<file path="config.mk">
export PLATFORM = sky130hd
export DESIGN_NAME = half_adder_d
export DESIGN_NICKNAME = d
export VERILOG_FILES = /design/src/rtl/half_adder_d_pkg.sv /design/src/rtl/half_adder_core.sv /design/src/rtl/half_adder_d.sv
export SDC_FILE = /design/constraint.sdc
export NUM_CORES = 1
export LEC_CHECK = 0
export CAP_MARGIN = 20
export CELL_PAD_IN_SITES_DETAIL_PLACEMENT = 0
export CELL_PAD_IN_SITES_GLOBAL_PLACEMENT = 1
export CORE_AREA = 4 4 43 45
export DETAILED_ROUTE_END_ITERATION = 6
export DIE_AREA = 0 0 47 49
export DONT_BUFFER_PORTS = 1
export PLACE_DENSITY = 0.76
export SLEW_MARGIN = 20
export SYNTH_ARGS = -nofsm -noshare
export SYNTH_HDL_FRONTEND = slang
export SYNTH_SLANG_ARGS = --single-unit
</file>
<file path="constraint.sdc">
create_clock -name clk -period 4.1 [get_ports clk]
set_input_delay 0.41 -clock clk [delete_from_list [all_inputs] [get_ports clk]]
set_output_delay 0.41 -clock clk [all_outputs]
set_load 0.005 [all_outputs]
</file>
<file path="src/rtl/half_adder_d_pkg.sv">
// ---------------------------------------------------------------------------
// half_adder_d_pkg
//   Shared constants for the half_adder_d cell:
//     CNT_W_DEFAULT      default width of the saturating carry-event counter
//     COMBO_00..COMBO_11 2-bit input-pair indices ({A,B}, A is the MSB) used
//                        to address bits of the combo_seen coverage vector
//     carry_cnt_max()    all-ones saturation value for a counter of width w
// ---------------------------------------------------------------------------
package half_adder_d_pkg;

   localparam int CNT_W_DEFAULT = 8;

   localparam logic [1:0] COMBO_00 = 2'b00;
   localparam logic [1:0] COMBO_01 = 2'b01;
   localparam logic [1:0] COMBO_10 = 2'b10;
   localparam logic [1:0] COMBO_11 = 2'b11;

   // Largest value a w-bit counter can hold; widths of 64 and above clamp
   // to all-ones so the shift never overflows.
   function automatic longint unsigned carry_cnt_max(input int unsigned w);
      if (w >= 64) begin
         return 64'hFFFF_FFFF_FFFF_FFFF;
      end
      return (64'd1 << w) - 64'd1;
   endfunction

endpackage

</file>
<file path="src/rtl/half_adder_core.sv">
// ---------------------------------------------------------------------------
// half_adder_core
//   Purely combinational single-bit half adder.
//   Ports:
//     a, b   in   addend bits
//     sum    out  a ^ b
//     carry  out  a & b
// ---------------------------------------------------------------------------
module half_adder_core (
   input  logic a,
   input  logic b,
   output logic sum,
   output logic carry
);

   assign sum   = a ^ b;
   assign carry = a & b;

endmodule

</file>
<file path="src/rtl/half_adder_d.sv">
// ---------------------------------------------------------------------------
// half_adder_d
//   Half adder leaf cell with immediate combinational outputs, registered
//   copies, sticky input-pair coverage and a saturating carry-event counter.
//   Ports:
//     clk         in   rising-edge clock
//     rst         in   asynchronous, active-high reset
//     A, B        in   addend bits
//     sum         out  combinational A ^ B (valid during reset too)
//     carry       out  combinational A & B (valid during reset too)
//     sum_r       out  sum captured on each rising clk edge
//     carry_r     out  carry captured on each rising clk edge
//     combo_seen  out  sticky bit per sampled input pair, index {A,B}
//     all_seen    out  all four input pairs have been sampled
//     carry_cnt   out  edges that sampled carry==1, saturating at all-ones
// ---------------------------------------------------------------------------
module half_adder_d
   import half_adder_d_pkg::*;
#(
   parameter int CNT_W = CNT_W_DEFAULT
) (
   input  logic             clk,
   input  logic             rst,
   input  logic             A,
   input  logic             B,
   output logic             sum,
   output logic             carry,
   output logic             sum_r,
   output logic             carry_r,
   output logic [3:0]       combo_seen,
   output logic             all_seen,
   output logic [CNT_W-1:0] carry_cnt
);

   localparam logic [CNT_W-1:0] CNT_MAX = CNT_W'(carry_cnt_max(CNT_W));

   logic             sum_core;
   logic             carry_core;
   logic [1:0]       combo_idx;

   logic             sum_reg;
   logic             carry_reg;
   logic [3:0]       combo_seen_reg;
   logic [3:0]       combo_seen_next;
   logic [CNT_W-1:0] cnt_reg;
   logic [CNT_W-1:0] cnt_next;

   half_adder_core u_core (
      .a     (A),
      .b     (B),
      .sum   (sum_core),
      .carry (carry_core)
   );

   assign combo_idx = {A, B};

   // Each coverage bit latches high the first time its input pair is sampled
   // and only reset can clear it again.
   genvar gi;
   generate
      for (gi = 0; gi < 4; gi++) begin : g_seen
         assign combo_seen_next[gi] = combo_seen_reg[gi] | (combo_idx == 2'(gi));
      end
   endgenerate

   // Saturate rather than wrap so a long run of carries never reads as few.
   assign cnt_next = (carry_core && (cnt_reg != CNT_MAX)) ? cnt_reg + CNT_W'(1) : cnt_reg;

   always_ff @(posedge clk or posedge rst) begin
      if (rst) begin
         sum_reg        <= 1'b0;
         carry_reg      <= 1'b0;
         combo_seen_reg <= 4'b0000;
         cnt_reg        <= '0;
      end else begin
         sum_reg        <= sum_core;
         carry_reg      <= carry_core;
         combo_seen_reg <= combo_seen_next;
         cnt_reg        <= cnt_next;
      end
   end

   assign sum        = sum_core;
   assign carry      = carry_core;
   assign sum_r      = sum_reg;
   assign carry_r    = carry_reg;
   assign combo_seen = combo_seen_reg;
   assign all_seen   = &combo_seen_reg;
   assign carry_cnt  = cnt_reg;

endmodule

</file>
==> impl_metrics.env, run 1 <==
export IMPL_synth_commonest_cells="14 x dfrtp_1, 5 x ha_1, 4 x a21oi_1, 4 x or2_2"
export IMPL_finalPower_w=0.000352
export IMPL_wl_per_cell_um=15.0
export IMPL_fin_crit_sh_pct=36.5
export IMPL_synth_edf_count=0
export IMPL_power_switching_w=0.000120
export IMPL_netSwitchingFraction_pct=34.0
export IMPL_combPwrFrac_pct=16.0
export IMPL_yosysSeqAreaShare_pct=54.7
export IMPL_grt_pass1_wl_mm=1.73
export IMPL_antenna_left=0
export IMPL_p_leak_nw=0.295
export IMPL_ir_drop_mv=0.240
export IMPL_cp_data_arrival_time_ns=1.66
export IMPL_fp_dieW_um=47
export IMPL_firstDrtPassIters=4
export IMPL_cp_end_kind="flop"
export IMPL_max_cap_violations=0
export IMPL_coreArea_mm2=0.00147
export IMPL_reg2reg_setup_slack_ns=2.61
export IMPL_dr_wl_met3_um=109
export IMPL_wl_met2_um=469
export IMPL_synth_nets=62
export IMPL_highest_layer="met4"
export IMPL_io_pins=21
export IMPL_tightest_slew_ns=0.506
export IMPL_antennaDiodeCount=0
export IMPL_cts_tree="yes"
export IMPL_initial_core_util_pct=43.5
export IMPL_syn_to_final_growth_pct=6.64
export IMPL_reg2regPathDepth=4
export IMPL_finalNetCount=67
export IMPL_grt_max_degree=15
export IMPL_via_per_inst=5.65
export IMPL_routed_wl_mm=1.08
export IMPL_antenna_found_initial=0
export IMPL_crit_path_cell_trace="ha_1 -> nand3_1 -> o21ai_2 -> mux2_1"
export IMPL_setup_tns_ns=0
export IMPL_synth_top_cell_by_area="dfrtp_1"
export IMPL_drt_met1_wl_um=471
export IMPL_power_density_mw_per_mm2=515
export IMPL_cts_sinks=14
export IMPL_power_frac_seq_pct=62.5
export IMPL_utilization_pct=46.4
export IMPL_num_vias=407
export IMPL_cts_buffers=3
export IMPL_worst_setup_path_start_kind="flop"
export IMPL_cts_resized=0
export IMPL_cp_max_fo=5
export IMPL_largest_reg_flops=8
export IMPL_crit_type="flop to flop"
export IMPL_postCtsSetupBuffers=0
export IMPL_clk_path_buf_depth=2
export IMPL_avgSynthCellArea_um2=12.1
export IMPL_drive_gt1_share_pct=17.9
export IMPL_die_area_mm2=0.00230
export IMPL_crit_path_top_delay_cell="dfrtp_1"
export IMPL_die_height_um=49
export IMPL_ys_seq_elements=14
export IMPL_yosysMostFrequentCell="dfrtp_1"
export IMPL_skew_ns=0.00546
export IMPL_max_freq_mhz=669
export IMPL_insertion_delay_ns=0.28
export IMPL_reg2reg_from="carry_cnt[0]$_DFFE_PP0P_"
export IMPL_intPower_w=0.000232
export IMPL_ys_flop_type="dfrtp_1"
export IMPL_yosys_top_cells_area="dfrtp_1 55%, ha_1 9.8%, and4_1 4.1%"
export IMPL_gp_congestion=0.699
export IMPL_synthCells=53
export IMPL_synth_area_um2=641
export IMPL_setup_viol=0
export IMPL_hold_buffers=0
export IMPL_drc=0
export IMPL_hp_class="input port to async pin"
export IMPL_pwr_share_clk_pct=21.5
export IMPL_cp_top_family="flip-flops"
export IMPL_yosysUniqueCellTypes=21
export IMPL_post_route_min_period_ns=1.49
export IMPL_hpwl_um=808
export IMPL_cts_root_buf="clkbuf_4"
export IMPL_grt_usage_pct=10.8
export IMPL_hold_viol=0
export IMPL_synth_warnings=0
export IMPL_r2r_end="carry_cnt[1]$_DFFE_PP0P_"
export IMPL_yosysTopAreaCellShare_pct=54.7
export IMPL_finalMaxSlewViolations=0
export IMPL_slowest_delay_ns=0.42
export IMPL_first_global_vias=372
export IMPL_worstPathRequired_ns=4.26
export IMPL_rsz0062_at_grt="no"
export IMPL_status="complete, no violations"
export IMPL_grt_remaining_overflow=0
export IMPL_critPathBufInv=0
export IMPL_io_buffers=0
export IMPL_ys_async_sr_fraction_pct=100
export IMPL_drtIter0Drc=4
export IMPL_slew_headroom_pct=66.2
export IMPL_cts_max_level=1
export IMPL_num_rows=14
export IMPL_clk_pin_slew_ns=0.08
-- power groups by stage --
stage | logic, W | registers, W | clock network [W]
CTS | 0.0000579 | 0.000221 | 0.0000812
detailed placement | 0.0000566 | 0.000224 | 0
global route | 0.0000672 | 0.000229 | 0.0000868
floorplan | 0.0000493 | 0.000211 | 0
finish | 0.0000563 | 0.000220 | 0.0000758
global placement | 0.0000566 | 0.000223 | 0
-- cells by family (layout without fill, tap and decap cells) --
family,Yosys count,count (layout),share of synthesized area (%)
simple gates,17,17,17.0
flops,14,14,54.7
compound gates,8,8,7.81
fa+ha+maj,5,5,9.77
xor+xnor,4,4,5.47
buf+inv,3,6,1.76
mux,2,2,3.52
-- cells in the final DEF, fill, tap and decap left out --
| cell | count |
|---|---|
| dfrtp_1 | 14 |
| nand4_1 | 1 |
| nand2b_1 | 1 |
| ha_1 | 5 |
| a21oi_1 | 4 |
| nand4_2 | 1 |
| and4_1 | 3 |
| o21ai_2 | 1 |
| nor2_1 | 2 |
| or2_2 | 4 |
| clkbuf_4 | 3 |
| mux2_1 | 1 |
| mux2_2 | 1 |
| o211ai_1 | 1 |
| nand3_1 | 3 |
| nand2_1 | 1 |
| o21ai_0 | 1 |
| a41oi_1 | 1 |
| and2_1 | 1 |
| inv_1 | 3 |
| xor2_1 | 1 |
| xnor2_1 | 3 |
-- area by class of cell --
class                      count  area [µm²]
fill                         161         788
sequential                    14         350
multi-input combinational     36         279
clock buffer                   3        22.5
tap                           16        20.0
inverter                       3        11.3
-- worst reg2reg max path: cells and delay by family, from the launching register on --
kind                       cells  cell delay [ns]
muxes                          1             0.33
adders and majority gates      1             0.27
AOI/OAI and AO/OA              1             0.21
and+or+nand+nor                1             0.15
DFF                            1             0.42
-- worst max-delay path by stage --
stage | startpoint | end | slack (ns) | cells past startpoint
2_1_floorplan | carry_cnt[0]$_DFFE_PP0P_ | carry_cnt[1]$_DFFE_PP0P_ | 2.75 | 4
3_3_place_gp | carry_cnt[0]$_DFFE_PP0P_ | carry_cnt[1]$_DFFE_PP0P_ | 2.62 | 4
3_5_place_dp | carry_cnt[0]$_DFFE_PP0P_ | carry_cnt[1]$_DFFE_PP0P_ | 2.62 | 4
4_1_cts | carry_cnt[0]$_DFFE_PP0P_ | carry_cnt[1]$_DFFE_PP0P_ | 2.59 | 4
5_1_grt | carry_cnt[0]$_DFFE_PP0P_ | carry_cnt[1]$_DFFE_PP0P_ | 2.46 | 4
6_report | carry_cnt[0]$_DFFE_PP0P_ | carry_cnt[1]$_DFFE_PP0P_ | 2.61 | 4
-- per-stage QoR --
stage	hold WS [ns]	setup slack, ns	instances	instance area (µm²)
5_1_grt	0.0673	2.46	72	683
3_3_place_gp	0.366	2.62	69	661
3_5_place_dp	0.360	2.62	69	661
4_1_cts	0.0464	2.59	72	683
2_1_floorplan	0.299	2.75	53	641
6_report	0.0370	2.61	72	683
-- routing by layer --
metal / vias up / global-route usage [%]
met5: - / 0
met4: 0 / 6.91
met3: 5 / 7.01
met2: 15 / 13.8
met1: 195 / 12.8
li1: 192 / -
No activity file was read; power rests on OpenSTA's default activity.
==> run 2, diff against run 1 <==
--- a/config.mk
+++ b/config.mk
@@ -8,11 +8,11 @@
 export CAP_MARGIN = 20
 export CELL_PAD_IN_SITES_DETAIL_PLACEMENT = 0
 export CELL_PAD_IN_SITES_GLOBAL_PLACEMENT = 1
-export CORE_AREA = 4 4 43 45
+export CORE_AREA = 4 4 44 46
 export DETAILED_ROUTE_END_ITERATION = 6
-export DIE_AREA = 0 0 47 49
+export DIE_AREA = 0 0 48 50
 export DONT_BUFFER_PORTS = 1
-export PLACE_DENSITY = 0.76
+export PLACE_DENSITY = 0.73
 export SLEW_MARGIN = 20
 export SYNTH_ARGS = -nofsm -noshare
 export SYNTH_HDL_FRONTEND = slang
==> constraint.sdc (replaced) <==
create_clock -name clk -period 1.39 [get_ports clk]
set_input_delay 0.139 -clock clk [delete_from_list [all_inputs] [get_ports clk]]
set_output_delay 0.139 -clock clk [all_outputs]
set_load 0.005 [all_outputs]
==> run 2 against run 1 <==
  * Register-to-register slack worse by 2.5 ns
  * Sequential cell count did not move
  * Largest power group unchanged
  * Power rose to 3.4 times the previous value
==> impl_metrics.env, run 2 (synthesized netlist as in run 1, its figures left out) <==
export IMPL_intPower_w=0.000815
export IMPL_tightest_slew_ns=0.525
export IMPL_max_freq_mhz=771
export IMPL_num_vias=441
export IMPL_dr_wl_met3_um=99
export IMPL_slew_headroom_pct=65.0
export IMPL_num_rows=14
export IMPL_finalMaxSlewViolations=0
export IMPL_firstDrtPassIters=4
export IMPL_clk_path_buf_depth=2
export IMPL_coreArea_mm2=0.00151
export IMPL_pwr_share_clk_pct=18.3
export IMPL_grt_pass1_wl_mm=1.97
export IMPL_antenna_found_initial=0
export IMPL_max_cap_violations=0
export IMPL_cp_data_arrival_time_ns=1.46
export IMPL_fin_crit_sh_pct=93.4
export IMPL_die_height_um=50
export IMPL_highest_layer="met4"
export IMPL_wl_per_cell_um=14.5
export IMPL_antennaDiodeCount=0
export IMPL_grt_remaining_overflow=0
export IMPL_mostFrequentLayoutCells="14 x dfrtp_1, 9 x buf_4, 4 x a21oi_1, 4 x or2_2, 4 x ha_1"
export IMPL_setup_viol=0
export IMPL_cts_tree="yes"
export IMPL_insertion_delay_ns=0.27
export IMPL_io_pins=21
export IMPL_power_frac_seq_pct=51.0
export IMPL_drive_gt1_share_pct=31.8
export IMPL_stdcell_count=82
export IMPL_via_per_inst=5.38
export IMPL_initial_core_util_pct=42.5
export IMPL_hp_class="input port to flop"
export IMPL_hpwl_um=890
export IMPL_cp_max_fo=5
export IMPL_ir_drop_mv=0.842
export IMPL_cp_end_kind="flop"
export IMPL_setup_tns_ns=0
export IMPL_gp_congestion=0.780
export IMPL_fp_dieW_um=48
export IMPL_power_switching_w=0.000398
export IMPL_netSwitchingFraction_pct=32.8
export IMPL_cts_max_level=1
export IMPL_clk_pin_slew_ns=0.08
export IMPL_skew_ns=0.00179
export IMPL_wl_met2_um=513
export IMPL_finalPower_w=0.00121
export IMPL_finalNetCount=77
export IMPL_fillers=142
export IMPL_post_route_min_period_ns=1.30
export IMPL_dp_cells=76
export IMPL_status="complete, no violations"
export IMPL_io_buffers=0
export IMPL_cts_buffers=3
export IMPL_cts_sinks=14
export IMPL_syn_to_final_growth_pct=21.5
export IMPL_worst_setup_path_start_kind="flop"
export IMPL_final_common_cell="dfrtp_1"
export IMPL_crit_type="flop to flop"
export IMPL_drt_met1_wl_um=562
export IMPL_routed_wl_mm=1.19
export IMPL_largest_reg_flops=8
export IMPL_antenna_left=0
export IMPL_cts_root_buf="clkbuf_4"
export IMPL_worstPathRequired_ns=1.55
export IMPL_die_area_mm2=0.00240
export IMPL_grt_max_degree=15
export IMPL_combPwrFrac_pct=30.7
export IMPL_drtIter0Drc=11
export IMPL_p_leak_nw=0.343
export IMPL_utilization_pct=51.7
export IMPL_power_density_mw_per_mm2=1560
export IMPL_drc=0
export IMPL_first_global_vias=427
export IMPL_grt_usage_pct=11.6
export IMPL_hold_viol=0
export IMPL_rsz0062_at_grt="no"
## run 2: timing repair
item | CTS | global route
hold buffers | 1 | 0
buffers inserted | 0 | 2
endpoints found under the setup margin | 0 | 2
hold endpoints to repair | 14 | 0
gates resized for setup | 0 | 3
## run 2: worst max-delay path: stages (launching register included)
cell and delay, ns:
dfrtp_1 0.40, ha_4 0.18, nand3_2 0.10, o21ai_2 0.17
mux2_1 0.33
## run 2: path summary, 6_finish.rpt
check | startpoint | end | slack [ns] | cells past startpoint
worst max-delay path | carry_cnt[0]$_DFFE_PP0P_ | carry_cnt[1]$_DFFE_PP0P_ | 0.09 | 4
max in group asynchronous | rst | carry_cnt[7]$_DFFE_PP0P_ | 0.71 | 2
worst max register to register | carry_cnt[0]$_DFFE_PP0P_ | carry_cnt[1]$_DFFE_PP0P_ | 0.09 | 4
min in group asynchronous | rst | combo_seen[1]$_DFF_PP0_ | 0.33 | 2
worst min register to register | combo_seen[2]$_DFF_PP0_ | combo_seen[2]$_DFF_PP0_ | 0.53 | 1
worst min-delay path | B | combo_seen[1]$_DFF_PP0_ | 0.09 | 2
## run 2: metrics by stage
step                      area (µm²)  setup WS (ns)  hold WS [ns]
after floorplan                  641         0.0420        0.0282
after global placement           713         0.0699        0.0962
after detailed placement         713         0.0250        0.0947
after CTS                        746        0.00884        0.0829
after global routing             778         0.0244        0.0775
final                            778         0.0922        0.0927
## run 2: metal layers
metal / vias to the layer above / GRT usage (%)
met4: 0 / 4.04
met2: 17 / 15.6
li1: 215 / -
met3: 2 / 7.27
met1: 207 / 14.9
met5: - / 0
## run 2: cell type report
| type | count | area (µm²) | area share, % |
|---|---|---|---|
| Sequential cell | 14 | 350 | 45.0 |
| Multi-Input combinational cell | 36 | 297 | 38.1 |
| Timing Repair Buffer | 10 | 77.6 | 9.97 |
| Clock buffer | 3 | 22.5 | 2.89 |
| Tap cell | 16 | 20.0 | 2.57 |
| Inverter | 3 | 11.3 | 1.45 |
## run 2: power groups by stage
stage / logic (W) / clock network, W / registers, W
2_1_floorplan: 0.000145 / 0 / 0.000622
5_1_grt: 0.000426 / 0.000255 / 0.000640
3_5_place_dp: 0.000325 / 0 / 0.000609
3_3_place_gp: 0.000322 / 0 / 0.000604
4_1_cts: 0.000327 / 0.000234 / 0.000604
6_report: 0.000372 / 0.000223 / 0.000618
